<file path="src/rtl/qpsk_rx_framer.sv">
// qpsk_rx_framer: receive-side framer for the QPSK demodulator.
// Generates the symbol-centre sampling strobe, hunts for the sync word,
// reads a one-byte length header and streams the payload bytes out on a
// valid/ready interface with start/done/error status pulses.
module qpsk_rx_framer #(
  parameter int unsigned SPS       = 4,
  parameter logic [15:0] SYNC_WORD = 16'hE4B1
) (
  input  logic       clk,
  input  logic       rst,
  input  logic       en,
  input  logic [1:0] demod_sym,
  output logic       sample_en,
  output logic [7:0] m_data,
  output logic       m_valid,
  input  logic       m_ready,
  output logic       m_last,
  output logic       frame_start,
  output logic       frame_done,
  output logic       frame_err,
  output logic       busy
);

  localparam logic [7:0] SPS_M1   = 8'(SPS - 1);
  localparam logic [3:0] HCNT_MAX = 4'd8;

  typedef enum logic [1:0] {
    ST_IDLE    = 2'd0,
    ST_HUNT    = 2'd1,
    ST_LEN     = 2'd2,
    ST_PAYLOAD = 2'd3
  } state_t;

  state_t      state_q, state_d;
  logic [7:0]  cnt_q;
  logic        sample_en_q;
  logic        take_q;
  logic [1:0]  sc_q, sc_d;
  logic [3:0]  hcnt_q, hcnt_d;
  logic [15:0] sync_sr_q, sync_sr_d;
  logic [7:0]  len_q, len_d;
  logic [7:0]  rem_q, rem_d;
  logic [7:0]  pk_q, pk_d;
  logic [7:0]  m_data_q, m_data_d;
  logic        m_valid_q, m_valid_d;
  logic        m_last_q, m_last_d;
  logic        frame_start_q, frame_start_d;
  logic        frame_done_q, frame_done_d;
  logic        frame_err_q, frame_err_d;
  logic        busy_q, busy_d;

  // Candidate values if the current symbol is consumed this cycle.
  logic [15:0] sync_new_s;
  logic [3:0]  hcnt_new_s;
  logic [7:0]  pk_new_s;
  logic [7:0]  len_new_s;
  logic        slot_free_s;

  assign sync_new_s  = {sync_sr_q[13:0], demod_sym};
  assign hcnt_new_s  = (hcnt_q == HCNT_MAX) ? HCNT_MAX : (hcnt_q + 4'd1);
  assign pk_new_s    = {pk_q[5:0], demod_sym};
  assign len_new_s   = {len_q[5:0], demod_sym};
  assign slot_free_s = (!m_valid_q) || m_ready;

  assign sample_en   = sample_en_q;
  assign m_data      = m_data_q;
  assign m_valid     = m_valid_q;
  assign m_last      = m_last_q;
  assign frame_start = frame_start_q;
  assign frame_done  = frame_done_q;
  assign frame_err   = frame_err_q;
  assign busy        = busy_q;

  // Symbol-centre strobe: count 0..SPS-1, strobe after the terminal count,
  // and delay it one cycle to line up with the demodulator output.
  always_ff @(posedge clk or posedge rst) begin
    if (rst) begin
      cnt_q       <= 8'd0;
      sample_en_q <= 1'b0;
      take_q      <= 1'b0;
    end else begin
      take_q <= sample_en_q;
      if (!en) begin
        cnt_q       <= 8'd0;
        sample_en_q <= 1'b0;
      end else begin
        sample_en_q <= (cnt_q == SPS_M1);
        cnt_q       <= (cnt_q == SPS_M1) ? 8'd0 : (cnt_q + 8'd1);
      end
    end
  end

  // Framer next-state: sync hunt, length header, payload packing and the
  // single-entry output slot with overrun detection.
  always_comb begin
    state_d       = state_q;
    sc_d          = sc_q;
    hcnt_d        = hcnt_q;
    sync_sr_d     = sync_sr_q;
    len_d         = len_q;
    rem_d         = rem_q;
    pk_d          = pk_q;
    m_data_d      = m_data_q;
    m_valid_d     = m_valid_q && !m_ready;
    m_last_d      = m_last_q;
    frame_start_d = 1'b0;
    frame_done_d  = 1'b0;
    frame_err_d   = 1'b0;

    if (!en) begin
      // Disable abandons the frame silently; the output slot keeps draining.
      state_d   = ST_IDLE;
      sc_d      = 2'd0;
      hcnt_d    = 4'd0;
      sync_sr_d = 16'd0;
      rem_d     = 8'd0;
    end else begin
      case (state_q)
        ST_IDLE: begin
          state_d = ST_HUNT;
          hcnt_d  = 4'd0;
        end
        ST_HUNT: begin
          if (take_q) begin
            sync_sr_d = sync_new_s;
            hcnt_d    = hcnt_new_s;
            if ((sync_new_s == SYNC_WORD) && (hcnt_new_s == HCNT_MAX)) begin
              state_d       = ST_LEN;
              frame_start_d = 1'b1;
              sc_d          = 2'd0;
            end else begin
              state_d = ST_HUNT;
            end
          end else begin
            state_d = ST_HUNT;
          end
        end
        ST_LEN: begin
          if (take_q) begin
            len_d = len_new_s;
            sc_d  = sc_q + 2'd1;
            if (sc_q == 2'd3) begin
              if (len_new_s == 8'd0) begin
                frame_err_d = 1'b1;
                state_d     = ST_HUNT;
                hcnt_d      = 4'd0;
              end else begin
                rem_d   = len_new_s;
                state_d = ST_PAYLOAD;
              end
            end else begin
              state_d = ST_LEN;
            end
          end else begin
            state_d = ST_LEN;
          end
        end
        ST_PAYLOAD: begin
          if (take_q) begin
            pk_d = pk_new_s;
            sc_d = sc_q + 2'd1;
            if (sc_q == 2'd3) begin
              if (slot_free_s) begin
                m_data_d  = pk_new_s;
                m_valid_d = 1'b1;
                m_last_d  = (rem_q == 8'd1);
                rem_d     = rem_q - 8'd1;
                if (rem_q == 8'd1) begin
                  frame_done_d = 1'b1;
                  state_d      = ST_HUNT;
                  hcnt_d       = 4'd0;
                end else begin
                  state_d = ST_PAYLOAD;
                end
              end else begin
                // Overrun: the held byte wins, the new byte is dropped.
                frame_err_d = 1'b1;
                state_d     = ST_HUNT;
                hcnt_d      = 4'd0;
              end
            end else begin
              state_d = ST_PAYLOAD;
            end
          end else begin
            state_d = ST_PAYLOAD;
          end
        end
        default: begin
          state_d = ST_IDLE;
        end
      endcase
    end

    busy_d = (state_d == ST_LEN) || (state_d == ST_PAYLOAD);
  end

  // Framer state, datapath and registered outputs.
  always_ff @(posedge clk or posedge rst) begin
    if (rst) begin
      state_q       <= ST_IDLE;
      sc_q          <= 2'd0;
      hcnt_q        <= 4'd0;
      sync_sr_q     <= 16'd0;
      len_q         <= 8'd0;
      rem_q         <= 8'd0;
      pk_q          <= 8'd0;
      m_data_q      <= 8'd0;
      m_valid_q     <= 1'b0;
      m_last_q      <= 1'b0;
      frame_start_q <= 1'b0;
      frame_done_q  <= 1'b0;
      frame_err_q   <= 1'b0;
      busy_q        <= 1'b0;
    end else begin
      state_q       <= state_d;
      sc_q          <= sc_d;
      hcnt_q        <= hcnt_d;
      sync_sr_q     <= sync_sr_d;
      len_q         <= len_d;
      rem_q         <= rem_d;
      pk_q          <= pk_d;
      m_data_q      <= m_data_d;
      m_valid_q     <= m_valid_d;
      m_last_q      <= m_last_d;
      frame_start_q <= frame_start_d;
      frame_done_q  <= frame_done_d;
      frame_err_q   <= frame_err_d;
      busy_q        <= busy_d;
    end
  end

endmodule

</file>
<file path="config.mk">
export PLATFORM = sky130hd
export DESIGN_NAME = qpsk_rx_framer
export DESIGN_NICKNAME = d
export VERILOG_FILES = /design/src/rtl/qpsk_rx_framer.sv
export SDC_FILE = /design/constraint.sdc
export NUM_CORES = 1
export LEC_CHECK = 0
export BUFFER_PORTS_ARGS = -buffer_cell sky130_fd_sc_hd__buf_4
export CAP_MARGIN = 20
export CORE_UTILIZATION = 35
export DETAILED_ROUTE_END_ITERATION = 8
export PLACE_DENSITY_LB_ADDON = 0.15
export REMOVE_ABC_BUFFERS = 1
export SLEW_MARGIN = 20
export SYNTH_ARGS = -nofsm -noshare
export SYNTH_HDL_FRONTEND = slang
export SYNTH_SLANG_ARGS = --single-unit
</file>
<file path="constraint.sdc">
create_clock -name clk -period 3.4 [get_ports clk]
set_input_delay 0.51 -clock clk [delete_from_list [all_inputs] [get_ports clk]]
set_output_delay 0.51 -clock clk [all_outputs]
set_load 0.01 [all_outputs]
</file>
==> flow_metrics.env <==
export IMPL_grt_max_degree=40
export IMPL_fin_crit_sh=0.625
export IMPL_firstDrtPassIters=8
export IMPL_clkTransAtPathRegs_ns=0.07
export IMPL_final_min_clock_period_ns=2.12
export IMPL_avgSynthCellArea_um2=10.8
export IMPL_tns_ns=0
export IMPL_synth_top_area_share=0.513
export IMPL_ys_seq_area_frac=0.513
export IMPL_drt_wl_total_um=6440
export IMPL_die_area_um2=9590
export IMPL_synth_area_leader_cell="dfrtp_1"
export IMPL_die_h_um=97.9
export IMPL_insertion_delay_ns=0.34
export IMPL_drive_gt1_frac=0.222
export IMPL_gp_congestion=0.773
export IMPL_holdBufCountCts=0
export IMPL_die_w_um=97.9
export IMPL_area_growth_pct=13.3
export IMPL_grt_total_usage=0.149
export IMPL_p_per_area_nw_per_um2=429
export IMPL_finalNetCount=332
export IMPL_postSynthCellCount=298
export IMPL_tightest_slew_ns=0.797
export IMPL_min_path_type="in2async"
export IMPL_final_fill_count=856
export IMPL_outcome="finished with violations"
export IMPL_max_freq_mhz=471
export IMPL_cts_post_setup_buffers_inserted=0
export IMPL_hold_violations=0
export IMPL_root_buffer="clkbuf_8"
export IMPL_setup_worst_path_class="reg2reg"
export IMPL_drv_cap=0
export IMPL_synth_most_common_cell="dfrtp_1"
export IMPL_numCtsBuffers=9
export IMPL_dp_hpwl_um=4420
export IMPL_setup_viol=0
export IMPL_n_antenna_cell=0
export IMPL_io_buffers=20
export IMPL_vias_per_cell=5.22
export IMPL_pre_cts_ws_ns=1.27
export IMPL_worst_path_max_fanout=13
export IMPL_post_cts_resized=0
export IMPL_critPathArrivalTime_ns=2.34
export IMPL_htreeDepth=3
export IMPL_cp_end_kind="register"
export IMPL_async_flop_share=1.00
export IMPL_synth_edf_count=0
export IMPL_violations="DRC"
export IMPL_crit_buf_inv=0
export IMPL_timing_hold_ws_ns=0.320
export IMPL_setup_slack_ns=1.28
export IMPL_grt_setup_unrepaired="false"
export IMPL_fp_row_count=34
export IMPL_antenna_found_initial=0
export IMPL_peakVddDrop_mv=0.193
export IMPL_synth_top_cells_by_count="66 x dfrtp_1, 40 x nand2_1, 26 x a21oi_1"
export IMPL_crit_family="simple AND/OR/NAND/NOR gates"
export IMPL_clockBufferDepth=2
export IMPL_vias=2259
export IMPL_crit_slowest_cell="dfrtp_1"
export IMPL_initial_core_util=0.366
export IMPL_core_um2=8810
export IMPL_grt_pass1_wl_um=11200
export IMPL_skew_ns=0.00741
export IMPL_synth_seq_cells=66
export IMPL_grt_overflow_total=0
export IMPL_netlist_area_um2=3220
export IMPL_crit_chain="nand2_1 > nor2_1 > o2bb2ai_2 > or2_1 > o21ai_1"
export IMPL_critPathMaxStageDelay_ns=0.67
export IMPL_synthTopCellsByArea="dfrtp_1 51%, nand2_1 4.7%, a21oi_1 4.0%"
export IMPL_cts_sinks=66
export IMPL_antenna_left=0
export IMPL_cts_tree="done"
export IMPL_cellLeakagePower_nw=1.62
export IMPL_wl_per_cell_um=14.9
export IMPL_grt_pass1_vias=2232
export IMPL_report_final_slew_viol_count=0
export IMPL_crit_required_ns=3.62
export IMPL_crit_path_start_kind="register"
export IMPL_relSlewSlack=0.468
export IMPL_synth_ff_type="dfrtp_1"
export IMPL_ys_types=64
export IMPL_r2r_slack_ns=1.28
export IMPL_io_pins=21
export IMPL_drc=4
export IMPL_synth_warnings=0
export IMPL_drt_initial_drc_count=82
metal layers:
layer | up-vias | global-route usage | routed length, µm
met5 | - | 0 | 0
met2 | 46 | 0.232 | 2970
met4 | 0 | 0.0524 | 75
li1 | 1101 | - | -
met3 | 9 | 0.0422 | 261
met1 | 1103 | 0.198 | 3130
sequential cells by signal, indices dropped and copies added (netlist names), 2 cells and up:
name,cells
sync_sr_q,14
cnt_q,8
m_data,8
rem_q,8
len_q,6
pk_q,6
hcnt_q,4
sc_q,2
state_q,2
power by group:
part           internal, mW  switching, mW  total (mW)
clock                 0.374          0.293       0.668
sequential            0.794         0.0138       0.808
combinational        0.0304         0.0607      0.0911
total                  1.20          0.368        1.57
stage by stage:
stage / instance area [µm²] / power, mW / utilization / cells
final: 3650 / 1.57 / 0.414 / 433
after global routing: 3650 / 1.64 / 0.414 / 433
after CTS: 3650 / 1.60 / 0.414 / 433
after detailed placement: 3450 / 0.917 / 0.391 / 417
after global placement: 3450 / 0.916 / 0.391 / 417
after floorplan: 3150 / 0.881 / - / 287
cell usage in the layout, fill, tap and decap left out, types with 3 or more instances in the layout:
| cell | count |
|---|---|
| clkinv_2 | 3 |
| nand3_1 | 8 |
| xnor2_1 | 3 |
| and3_1 | 5 |
| mux2_4 | 8 |
| inv_1 | 6 |
| o21ai_0 | 10 |
| buf_4 | 22 |
| clkbuf_8 | 11 |
| ha_1 | 6 |
| o21ai_1 | 7 |
| nand2_1 | 40 |
| nor3_1 | 6 |
| nor2_1 | 23 |
| xor2_1 | 5 |
| dfrtp_1 | 66 |
| mux2_2 | 10 |
| a21oi_1 | 26 |
cells by family (layout without fill, tap and decap cells):
group           Yosys count  in the layout  share of synthesized area
fa+ha+maj                 6              6                     0.0233
xor+xnor                  8              8                     0.0217
mux                      22             22                     0.0854
simple gates            113            113                      0.194
buf+inv                  19             46                     0.0346
flops                    66             66                      0.513
compound gates           64             64                      0.128
final timing paths:
path                                 start      endpoint  cells after the start
worst max register to register  state_q[1]      rem_q[5]                      5
worst max-delay path            state_q[1]      rem_q[5]                      5
max in group asynchronous              rst  sync_sr_q[6]                      3
worst min register to register   sample_en        take_q                      0
min in group clk                 sample_en        take_q                      0
worst min-delay path                   rst      len_q[2]                      2
area by class of cell:
class,instances,area (µm²),area share
sequential,66,1650,0.453
multi-input combinational,213,1460,0.400
timing repair buffer,22,165,0.0453
clock buffer,11,151,0.0415
tap,108,135,0.0370
clock inverter,5,52.6,0.0144
inverter,8,35.0,0.00960
Power figures use the tool's default switching activity.
